File: src/rtl/cfg_bank_pkg.sv
// Shared types and sizing helpers for the configuration-bank loader.
package cfg_bank_pkg;

  typedef enum logic [2:0] {
    IDLE  = 3'd0,
    LOAD  = 3'd1,
    WRITE = 3'd2,
    HOLD  = 3'd3,
    DONE  = 3'd4
  } cfg_state_e;

  // Counter width for values 0..n-1, never narrower than one bit.
  function automatic int cnt_width(input int n);
    return (n <= 1) ? 1 : $clog2(n);
  endfunction

endpackage : cfg_bank_pkg

File: src/rtl/cfg_bank_loader.sv
// Streams a bitstream into one bitline/wordline configuration bank, one row at a time:
// assemble the row on the bitlines, pulse its wordline, idle one cycle, move on.
module cfg_bank_loader
  import cfg_bank_pkg::*;
#(
  parameter int NUM_BL   = 8,
  parameter int NUM_WL   = 8,
  parameter int DATA_W   = 8,
  parameter int WL_PULSE = 2
) (
  input  logic              prog_clk,
  input  logic              prog_rst_n,
  input  logic              start,
  input  logic              abort,
  input  logic              bs_valid,
  input  logic [DATA_W-1:0] bs_data,
  output logic              bs_ready,
  output logic [NUM_BL-1:0] bl,
  output logic [NUM_WL-1:0] wl,
  output logic              busy,
  output logic              done
);

  localparam int WORDS   = NUM_BL / DATA_W;
  localparam int ROW_W   = cnt_width(NUM_WL);
  localparam int WORD_W  = cnt_width(WORDS);
  localparam int PULSE_W = cnt_width(WL_PULSE + 1);

  localparam logic [ROW_W-1:0]   ROW_LAST   = ROW_W'(NUM_WL - 1);
  localparam logic [WORD_W-1:0]  WORD_LAST  = WORD_W'(WORDS - 1);
  localparam logic [PULSE_W-1:0] PULSE_LAST = PULSE_W'(WL_PULSE - 1);

  cfg_state_e          state_q, state_d;
  logic [ROW_W-1:0]    row_q,   row_d;
  logic [WORD_W-1:0]   word_q,  word_d;
  logic [PULSE_W-1:0]  pulse_q, pulse_d;
  logic [NUM_BL-1:0]   bl_q,    bl_d;

  // NOTE: every variable gets its hold value first so no path leaves it unassigned (no latches).
  always_comb begin
    state_d = state_q;
    row_d   = row_q;
    word_d  = word_q;
    pulse_d = pulse_q;
    bl_d    = bl_q;

    if (abort) begin
      state_d = IDLE;
    end else begin
      unique case (state_q)
        IDLE: begin
          if (start) begin
            state_d = LOAD;
            row_d   = '0;
            word_d  = '0;
          end
        end
        LOAD: begin
          if (bs_valid) begin
            bl_d[word_q*DATA_W +: DATA_W] = bs_data;
            // Terminal compare first so the word counter never wraps.
            if (word_q == WORD_LAST) begin
              state_d = WRITE;
              pulse_d = '0;
            end else begin
              word_d = word_q + 1'b1;
            end
          end
        end
        WRITE: begin
          if (pulse_q == PULSE_LAST) begin
            state_d = HOLD;
          end else begin
            pulse_d = pulse_q + 1'b1;
          end
        end
        HOLD: begin
          if (row_q == ROW_LAST) begin
            state_d = DONE;
          end else begin
            state_d = LOAD;
            row_d   = row_q + 1'b1;
            word_d  = '0;
          end
        end
        DONE: begin
          state_d = IDLE;
        end
        default: begin
          state_d = IDLE;
        end
      endcase
    end
  end

  // NOTE: sequential state uses non-blocking assignments so all registers update together.
  always_ff @(posedge prog_clk or negedge prog_rst_n) begin
    if (!prog_rst_n) begin
      state_q <= IDLE;
      row_q   <= '0;
      word_q  <= '0;
      pulse_q <= '0;
      // NOTE: the bitline register is reset explicitly; it is a plain register, not a memory array.
      bl_q    <= '0;
    end else begin
      state_q <= state_d;
      row_q   <= row_d;
      word_q  <= word_d;
      pulse_q <= pulse_d;
      bl_q    <= bl_d;
    end
  end

  // Outputs decode only registered state, so no input reaches an output combinationally.
  always_comb begin
    wl = '0;
    if (state_q == WRITE) begin
      wl[row_q] = 1'b1;
    end
  end

  assign bl       = bl_q;
  assign bs_ready = (state_q == LOAD);
  assign busy     = (state_q != IDLE);
  assign done     = (state_q == DONE);

endmodule : cfg_bank_loader

File: config.mk
export PLATFORM = sky130hd
export DESIGN_NAME = cfg_bank_loader
export DESIGN_NICKNAME = d
export VERILOG_FILES = /design/src/rtl/cfg_bank_pkg.sv /design/src/rtl/cfg_bank_loader.sv
export SDC_FILE = /design/constraint.sdc
export NUM_CORES = 1
export LEC_CHECK = 0
export BUFFER_PORTS_ARGS = -buffer_cell sky130_fd_sc_hd__buf_4
export CAP_MARGIN = 20
export CELL_PAD_IN_SITES_DETAIL_PLACEMENT = 1
export CELL_PAD_IN_SITES_GLOBAL_PLACEMENT = 1
export CORE_MARGIN = 4
export CORE_UTILIZATION = 33
export DETAILED_ROUTE_END_ITERATION = 6
export PLACE_DENSITY = 0.72
export SLEW_MARGIN = 20
export SYNTH_ARGS = -nofsm -noshare
export SYNTH_HDL_FRONTEND = slang
export SYNTH_SLANG_ARGS = --single-unit
File: constraint.sdc
create_clock -name prog_clk -period 1.7 [get_ports prog_clk]
set_clock_uncertainty 0.2 [all_clocks]
set_input_delay 0.085 -clock prog_clk [delete_from_list [all_inputs] [get_ports prog_clk]]
set_output_delay 0.085 -clock prog_clk [all_outputs]
set_load 0.05 [all_outputs]
# == Word level (Yosys, flattened, before mapping) ==
# Cells that the tools add are included.
# word_totals
reg_bits,17
# op_classes
mux,23
reduce_logical,11
magnitude_cmp,2
n_shift,2
n_addsub,4
eq_ne,15
bitwise_logic,1
# ops
operator,count
4-bit negator with 34-bit output,1
"8-bit by 34-bit variable shift with 8-bit output, first input constant",1
8-bit by 34-bit variable part select with 8-bit output,1
3-bit 2-to-1 mux,8
"3-bit inequality test, second input constant",4
3-bit one-hot mux with 4 select lines,1
"2-bit inequality test, second input constant",5
5-bit AND reduction,2
8-bit bitwise mux,1
8-bit 2-to-1 mux,1
4-bit AND reduction,2
"3-bit by 2-bit equality test with 1-bit output, second input constant",2
"3-bit equality test, second input constant",2
2-bit 2-to-1 mux,3
3-bit one-hot mux with 2 select lines,1
3-bit nonzero test,2
1-bit 2-to-1 mux,5
"3-bit by 4-bit less-than comparator with 1-bit output, second input constant",1
2-bit one-hot mux with 2 select lines,1
2-bit nonzero test,2
"3-bit by 1-bit adder with 3-bit output, second input constant",1
1-bit demux with 3-bit select,1
"3-bit by 1-bit equality test with 1-bit output, second input constant",1
"3-bit by 1-bit greater-or-equal comparator with 1-bit output, second input constant",1
8 further kinds,8

# == Logic depth before layout (Yosys ltp) ==
# Gate-level depths: netlist of run 1.
# depth
word_depth,5
mapped_depth,5

# == Least setup slack after synthesis of run 1 ==
# No wires, ideal clock.
# synth_path
kind,register to output
start,register state_q[1]
end,output wl[0]
path_buffers,1
stages_incl_launch_ff,5
setup_slack_ps,-567
arrival_ps,1982
cell_sequence,dfrtp_1 -> buf_2 -> nor3b_4 -> nand2b_1 -> nor3_1
# synth_between
elab_chain_len,2
# synth_lines
item,line_no,source
start: declaration,cfg_bank_loader.sv:33,"cfg_state_e state_q, state_d;"
start signal: assignment,cfg_bank_loader.sv:106,state_q <= state_d;
3-bit by 2-bit equality test with 1-bit output,cfg_bank_loader.sv:117,if (state_q == WRITE) begin
8-bit 2-to-1 mux,cfg_bank_loader.sv:117,
end: declaration,cfg_bank_loader.sv:19,"output logic [NUM_WL-1:0] wl,"
# No other way between the ends.

# == Worst setup path after layout of run 1 ==
# layout_path
start,register state_q[0]
end,output wl[0]
# Same word-level chain as after synthesis.

==> out/summary.txt, run 1 <==
xor/xnor share of the synthesized area = 0%
CTS sink cnt = 16
CP Data Arrival Time = 1.67 ns
most common cell after layout, fill and taps aside = buf_4
final core occ = 65.3%
n_diodes = 0
commonest non-fill, non-tap cells in the layout = 33 x buf_4, 14 x dfrtp_1, 14 x buf_6, 12 x mux2_4, 12 x dlygate4sd3_1
total gr overflow = 0
Cell variety after synth = 26
largest net degree at the start of global routing = 17
fin worst setup slack = -0.255 ns
status = finished with violations
fin crit share = 115%
CP max stage delay = 0.42 ns
clk_lat worst skew = 0.30 ns
CP Max Fanout = 4
leakage = 0.793 nW
CP Capture Type = output port
first-pass GRT wire length = 4570 um
power share of the clock group = 12.7%
simple-gate share of the synthesized area = 24.9%
worst relative slew slack = 79.4%
failing checks = setup timing
Synth Cell Area = 920 um2
DR iter-0 viols = 10
Clock transition at path regs = 0.10 ns
Comb power frac = 57.4%
routability cong. = 0.792
placed cells = 145
routed len/inst = 18.3 um
sequential share of power = 29.9%
max frequency = 0.512 GHz
Seq cells post-synth = 16
routed via count = 864
CP Data Required Time = 1.41 ns
Tightest Pin Transition = 0.307 ns
Sw Pwr = 0.877 mW
Synthesized Nets = 96
Int Pwr = 1.13 mW
CTS buffer count = 3
critical path type = reg -> out
Post-Synth Adder-Cell Area = 4.08%
Setup-failing EPs final = 22
vias in the first global route = 894
Syn Area/Cell = 11.5 um2
H-tree levels = 1
Detail Route Antenna Nets = 0
Fin. Hold Viols = 0
sequential-to-total area share from yosys stat = 43.5%
Worst path slowest cell = dfrtp_1
buffer levels on the longest clock path = 2
# rows = 18
WHS = 0.0694 ns
Non-Filler Instances = 172
cells after synthesis = 80
Tmin final = 1.95 ns
RSZ-0062 raised after global routing = yes
Total GRT Usage = 17.7%
vias per cell = 5.02
initial antenna violation count = 0
die area = 0.00370 mm2
I/O pin cnt = 32
cell mode on critical path = buf_6
startpoint types = flop
nets = 159
post-synthesis compound-gate area fraction = 4.49%
YS warnings = 0
final slew viol count = 0
final WL = 3150 um
largest family of logic cells by synthesized area = simple AND/OR/NAND/NOR gates
# DRC = 0
# port buffers = 31
Core ar. = 0.00257 mm2
share of layout cells above drive strength 1 = 63.4%
Hold Crit Class = in -> reg
pre-CTS WS = -0.0280 ns
TritonRoute pass-1 iters = 4
DIE HEIGHT = 60.8 um
Die W = 60.8 um
worst vdd ir = 1.65 mV
Power Dens Cells = 1200 mW/mm2
HPWL Detailed = 1800 um
cells along the critical path = buf_6 > nor3b_4 > buf_4 > nand2b_4 > nor3_4 > buf_6
Layout area overhead = 82.2%
max-cap violation count = 0
sw frac = 43.7%
mux contribution to synthesized area = 19.2%
CTS tree = built
Initial Util = 35.8%
CTS Root Cell = clkbuf_4
-- state kept, by name (all words and copies together), names as in the netlist --
| name | cells |
|---|---|
| state_q | 3 |
| pulse_q | 2 |
| row_q | 3 |
| bl | 8 |
-- synthesized netlist by cell type, drive strengths merged --
master | n | area, um2
nor3b | 3 | 33.8
nor3 | 6 | 30.0
nand2b | 5 | 31.3
buf | 3 | 23.8
inv | 3 | 11.3
and2b | 1 | 7.51
and3b | 2 | 17.5
and3 | 2 | 12.5
or3 | 1 | 6.26
nand2 | 4 | 22.5
and2 | 1 | 6.26
a22o | 1 | 8.76
mux2 | 13 | 176
a21oi | 2 | 10.0
nor4b | 1 | 23.8
o21ai | 3 | 15.0
a22oi | 1 | 7.51
nor2 | 8 | 30.0
dfrtp | 16 | 400
or2b | 1 | 7.51
ha | 3 | 37.5
-- kinds of logic (layout without fill, tap and decap cells) --
kind of cell    Yosys count  in the layout
fa+ha+maj                 3              3
simple gates             35             35
buf+inv                   6             68
compound gates            7              7
mux                      13             13
flops                    16             16
-- power groups by stage --
stage | Sequential, mW | Combinational (mW) | Clock, mW
4_1_cts | 0.592 | 1.07 | 0.268
2_1_floorplan | 0.920 | 0.365 | 0
3_5_place_dp | 0.594 | 0.990 | 0
5_1_grt | 0.618 | 1.21 | 0.284
3_3_place_gp | 0.587 | 0.973 | 0
6_report | 0.601 | 1.15 | 0.255
-- layout make-up --
cell class                      instances  area [um2]
Clock buffer                            4        36.3
Fill cell                             266         892
Inverter                                3        11.3
Multi-Input combinational cell         58         632
Sequential cell                        16         403
Tap cell                               30        37.5
Timing Repair Buffer                   61         556
-- critical path: cells and delay by family, from the launching register on --
| kind | cells | cell delay (ns) |
|---|---|---|
| AND/OR/NAND/NOR | 3 | 0.47 |
| buffers and inverters | 3 | 0.49 |
| flip-flops | 1 | 0.42 |
-- stage by stage --
stage	TNS (ns)	power [mW]	cell area, um2
final	-2.09	2.01	1680
after global routing	-3.54	2.11	1680
after CTS	-1.93	1.93	1560
after detailed placement	-0.111	1.58	1290
after global placement	0	1.56	1290
after floorplan	-1.39	1.29	990
-- repair_timing --
| action | CTS | global route |
|---|---|---|
| setup buffers | 3 | 8 |
| resized for setup | 25 | 12 |
| endpoints found under the hold margin | 27 | 16 |
| setup endpoints to repair | 14 | 30 |
| hold buffers | 12 | 1 |
| pin swaps | 7 | 8 |
-- routing by layer --
metal	up-vias	track usage, %	wire length [um]
met4	0	5.57	34
li1	402	-	-
met2	16	33.6	1770
met1	442	19.4	1210
met3	4	3.83	134
met5	-	0	0
-- path summary, 6_finish.rpt --
kind                       slack [ns]    endpoint  cells after the start  startpoint
max reg2reg                     -0.08    row_q[2]                      6  state_q[0]
min in group asynchronous        0.51       bl[6]                      3  prog_rst_n
min                              0.07  state_q[0]                      4       start
min reg2reg                      0.32       bl[4]                      1       bl[4]
max in group asynchronous        0.58  state_q[1]                      3  prog_rst_n
max                             -0.25       wl[0]                      6  state_q[0]
No activity file was read; power rests on OpenSTA's default activity.
==> run 2, diff against run 1 <==
CORE_ASPECT_RATIO = 2   (was not set)
==> out/summary.txt, run 2 (synthesis results as in run 1) <==
Tightest Pin Transition = 0.321 ns
Worst path slowest cell = dfrtp_2
Hold Crit Class = in -> reg
Core ar. = 0.00260 mm2
dpl cell area = 0.00129 mm2
Fin. Hold Viols = 0
die area = 0.00375 mm2
Initial Util = 35.3%
WHS = 0.00561 ns
Setup-failing EPs final = 20
Layout area overhead = 75.0%
worst relative slew slack = 78.5%
CP max stage delay = 0.44 ns
Power Dens Cells = 1260 mW/mm2
share of layout cells above drive strength 1 = 63.3%
vias in the first global route = 969
# rows = 26
HPWL Detailed = 1920 um
commonest non-fill, non-tap cells in the layout = 36 x buf_4, 12 x dfrtp_1, 11 x mux2_4, 11 x dlygate4sd3_1, 11 x buf_6
total gr overflow = 0
startpoint types = flop
final slew viol count = 0
I/O pin cnt = 32
buffer levels on the longest clock path = 2
failing checks = setup timing
worst vdd ir = 0.641 mV
critical path type = reg -> out
internal reg-to-reg setup slack = -0.06 ns
Final Cell Area = 0.00161 mm2
nets = 156
critical path depth in cells = 5
initial antenna violation count = 0
CP Data Required Time = 1.41 ns
Worst Setup SP = state_q[2]
routed len/inst = 17.4 um
final WL = 2910 um
Clock transition at path regs = 0.07 ns
CTS buffer count = 3
reg-to-reg startpoint = state_q[1]
CP Data Arrival Time = 1.51 ns
CTS sink cnt = 16
Filler cells = 282
TritonRoute pass-1 iters = 4
DIE HEIGHT = 82.7 um
fin crit share = 105%
R2R depth = 4
routability cong. = 0.733
Tmin final = 1.79 ns
crit path to = wl[0]
max reg flops = 8
# port buffers = 31
placed cells = 143
cell mode on critical path = buf_6
Detail Route Antenna Nets = 0
# DRC = 0
routed via count = 840
n_diodes = 0
Total GRT Usage = 18.3%
clk_lat worst skew = 0.26 ns
CP Max Fanout = 4
Crit path buffers/inverters = 2
most common cell after layout, fill and taps aside = buf_4
first-pass GRT wire length = 4810 um
CTS Root Cell = clkbuf_8
max-cap violation count = 0
RSZ-0062 raised after global routing = yes
fin worst setup slack = -0.0924 ns
cells along the critical path = nor3b_4 > buf_6 > nand2b_4 > nor3_4 > buf_6
DR iter-0 viols = 8
final setup TNS = -0.955 ns
CTS tree = built
Die W = 45.3 um
Crit Reg-Reg Endpoint = bl[5]
total power draw = 2.02 mW
max frequency = 0.558 GHz
final core occ = 61.8%
leakage = 0.776 nW
H-tree levels = 1
CP top delay family = simple AND/OR/NAND/NOR gates
vias per cell = 5.03
Non-Filler Instances = 167
largest net degree at the start of global routing = 17
CP Capture Type = output port
pre-CTS WS = -0.0389 ns
status = finished with violations
[run 2: area by class of cell]
class                           count  area, um2  area share [%]
Sequential cell                    16        405            25.2
Timing Repair Buffer               58        504            31.3
Clock buffer                        4       55.1            3.42
Inverter                            3       11.3           0.700
Tap cell                           28       35.0            2.18
Multi-Input combinational cell     58        598            37.2
[run 2: how the worst min path moves through the flow]
stage	from	end	slack (ns)	cells after the start
after floorplan	prog_rst_n	bl[0]	-0.41	0
after global placement	prog_rst_n	bl[7]	-0.25	1
after detailed placement	prog_rst_n	bl[2]	-0.24	1
after CTS	abort	state_q[0]	0.005	4
after global routing	prog_rst_n	pulse_q[0]	0.03	2
final	abort	state_q[0]	0.006	4
[run 2: metal layers]
metal / routed length (um) / vias to the layer above / track usage [%]
met2: 1780 / 21 / 35.5
met5: 0 / - / 0
met1: 936 / 419 / 17.2
li1: - / 395 / -
met4: 70 / 0 / 9.68
met3: 114 / 5 / 2.60
[run 2: power breakdown]
part / leakage, nW / total, mW / internal, mW / switching, mW
Sequential: 0.199 / 0.593 / 0.509 / 0.0839
Clock: 0.0288 / 0.353 / 0.206 / 0.147
Combinational: 0.548 / 1.08 / 0.453 / 0.623
[run 2: what timing repair did]
item,4_1_cts,5_1_grt
gates resized for setup,16,9
hold buffers,11,0
setup buffers,7,2
endpoints found under the setup margin,21,20
pin swaps,4,4
hold endpoints to repair,27,0
[run 2: tightest hold or removal path, delay by kind of cell]
kind,cells,cell delay [ns]
AOI/OAI and AO/OA,2,0.15
buffers and inverters,1,0.11
and+or+nand+nor,1,0.07
==> run 3, diff against run 2 <==
--- a/config.mk
+++ b/config.mk
@@ -6,5 +6,5 @@
 export NUM_CORES = 1
 export LEC_CHECK = 0
-export BUFFER_PORTS_ARGS = -buffer_cell sky130_fd_sc_hd__buf_4
+export BUFFER_PORTS_ARGS = -buffer_cell sky130_fd_sc_hd__buf_2
 export CAP_MARGIN = 20
 export CELL_PAD_IN_SITES_DETAIL_PLACEMENT = 1
==> constraint.sdc (replaced) <==
create_clock -name prog_clk -period 1.7 [get_ports prog_clk]
set_clock_uncertainty 0.2 [all_clocks]
set_input_delay 0.255 -clock prog_clk [delete_from_list [all_inputs] [get_ports prog_clk]]
set_output_delay 0.255 -clock prog_clk [all_outputs]
set_load 0.05 [all_outputs]
==> out/summary.txt, run 3 (synthesis results as in run 1) <==
Comb power frac = 52.9%
Non-Filler Instances = 161
Hold Crit Class = in -> reg
Final Cell Area = 0.00156 mm2
Worst Hold Path Cells = 2
critical path type = reg -> out
most common cell after layout, fill and taps aside = buf_2
R2R depth = 5
Sw Pwr = 0.838 mW
Setup-failing EPs final = 23
power share of the clock group = 17.1%
Core ar. = 0.00260 mm2
Crit Reg-Reg Endpoint = bl[5]
total gr overflow = 0
dpl cell area = 0.00124 mm2
routed via count = 822
WHS = 0.0398 ns
crit path to = busy
DR iter-0 viols = 9
CTS Root Cell = clkbuf_8
sw frac = 43.1%
CTS tree = built
Fin. Hold Viols = 0
routed len/inst = 17.0 um
sequential share of power = 30.0%
Initial Util = 35.3%
internal reg-to-reg setup slack = -0.17 ns
CP Data Arrival Time = 1.46 ns
vias in the first global route = 888
TritonRoute pass-1 iters = 4
largest net degree at the start of global routing = 17
max-cap violation count = 0
worst relative slew slack = 75.4%
# rows = 26
Layout area overhead = 69.1%
worst vdd ir = 0.602 mV
clk_lat worst skew = 0.25 ns
# DRC = 0
first-pass GRT wire length = 3940 um
Total GRT Usage = 14.6%
total power draw = 1.94 mW
final slew viol count = 0
n_diodes = 0
Detail Route Antenna Nets = 0
CTS sink cnt = 16
Filler cells = 278
HPWL Detailed = 1860 um
Tmin final = 1.92 ns
buffer levels on the longest clock path = 2
share of layout cells above drive strength 1 = 69.9%
startpoint types = flop
initial antenna violation count = 0
reg-to-reg startpoint = state_q[2]
I/O pin cnt = 32
RSZ-0062 raised after global routing = yes
H-tree levels = 1
Tightest Pin Transition = 0.370 ns
max reg flops = 8
nets = 150
CP Capture Type = output port
CTS buffer count = 3
Int Pwr = 1.11 mW
final core occ = 59.8%
leakage = 0.766 nW
routability cong. = 0.758
placed cells = 145
fin worst setup slack = -0.219 ns
failing checks = setup timing
Clock transition at path regs = 0.06 ns
max frequency = 0.521 GHz
CP Max Fanout = 5
DIE HEIGHT = 82.7 um
final WL = 2740 um
Worst Setup SP = state_q[2]
Power Dens Cells = 1250 mW/mm2
Die W = 45.3 um
vias per cell = 5.11
status = finished with violations
die area = 0.00375 mm2
# port buffers = 31
fin crit share = 113%
CP Data Required Time = 1.24 ns
commonest non-fill, non-tap cells in the layout = 20 x buf_2, 18 x buf_4, 15 x dfrtp_1, 12 x mux2_4, 10 x buf_6
-- run 3: changes by cell type in the layout (fill, tap and decap cells not counted), sizes merged --
cell	previous run	this run
buf	47	51
dlygate4sd3	11	1
-- run 3: metrics by stage --
step                setup TNS, ns  setup WS, ns
detailed placement         -0.861        -0.104
global route                -5.18        -0.286
CTS                         -2.27        -0.199
global placement           -0.335       -0.0431
floorplan                   -1.70        -0.347
finish                      -3.56        -0.219
-- run 3: power by group through the flow --
| stage | sequential, mW | combinational [mW] | clock, mW |
|---|---|---|---|
| finish | 0.582 | 1.03 | 0.333 |
| global route | 0.593 | 1.08 | 0.364 |
| CTS | 0.579 | 0.966 | 0.345 |
| detailed placement | 0.585 | 0.919 | 0 |
| global placement | 0.573 | 0.905 | 0 |
| floorplan | 0.921 | 0.369 | 0 |
-- run 3: area by class of cell --
| class | instances | area, um2 | share of cell area (%) |
|---|---|---|---|
| clock buffer | 4 | 55.1 | 3.54 |
| inverter | 3 | 11.3 | 0.724 |
| multi-input combinational | 58 | 649 | 41.8 |
| sequential | 16 | 402 | 25.8 |
| tap | 28 | 35.0 | 2.25 |
| timing repair buffer | 52 | 403 | 25.9 |
-- run 3: worst max-delay path, stage by stage (launching register included) --
cell,delay (ns)
dfrtp_1,0.40
buf_4,0.15
buf_6,0.13
or3_4,0.38
buf_8,0.16
-- run 3: how the worst min path moves through the flow --
stage / start / endpoint / slack [ns]
final: bs_data[6] / bl[6] / 0.04
after global routing: bs_data[3] / bl[3] / 0.03
after CTS: bs_data[0] / bl[0] / 0.04
after detailed placement: prog_rst_n / bl[0] / -0.009
after global placement: prog_rst_n / bl[0] / -0.02
after floorplan: prog_rst_n / bl[0] / -0.24
-- run 3: routing by layer --
metal / vias up / track usage [%] / routed length (um)
met1: 410 / 14.5 / 897
li1: 386 / - / -
met4: 0 / 7.04 / 38
met5: - / 0 / 0
met3: 4 / 2.17 / 138
met2: 22 / 27.8 / 1660
-- run 3: timing repair --
action | 4_1_cts | 5_1_grt
gates resized for setup | 26 | 18
endpoints found under the hold margin | 16 | 0
buffers inserted | 2 | 9
pin swaps | 4 | 8
endpoints found under the setup margin | 23 | 23
hold buffers | 1 | 0
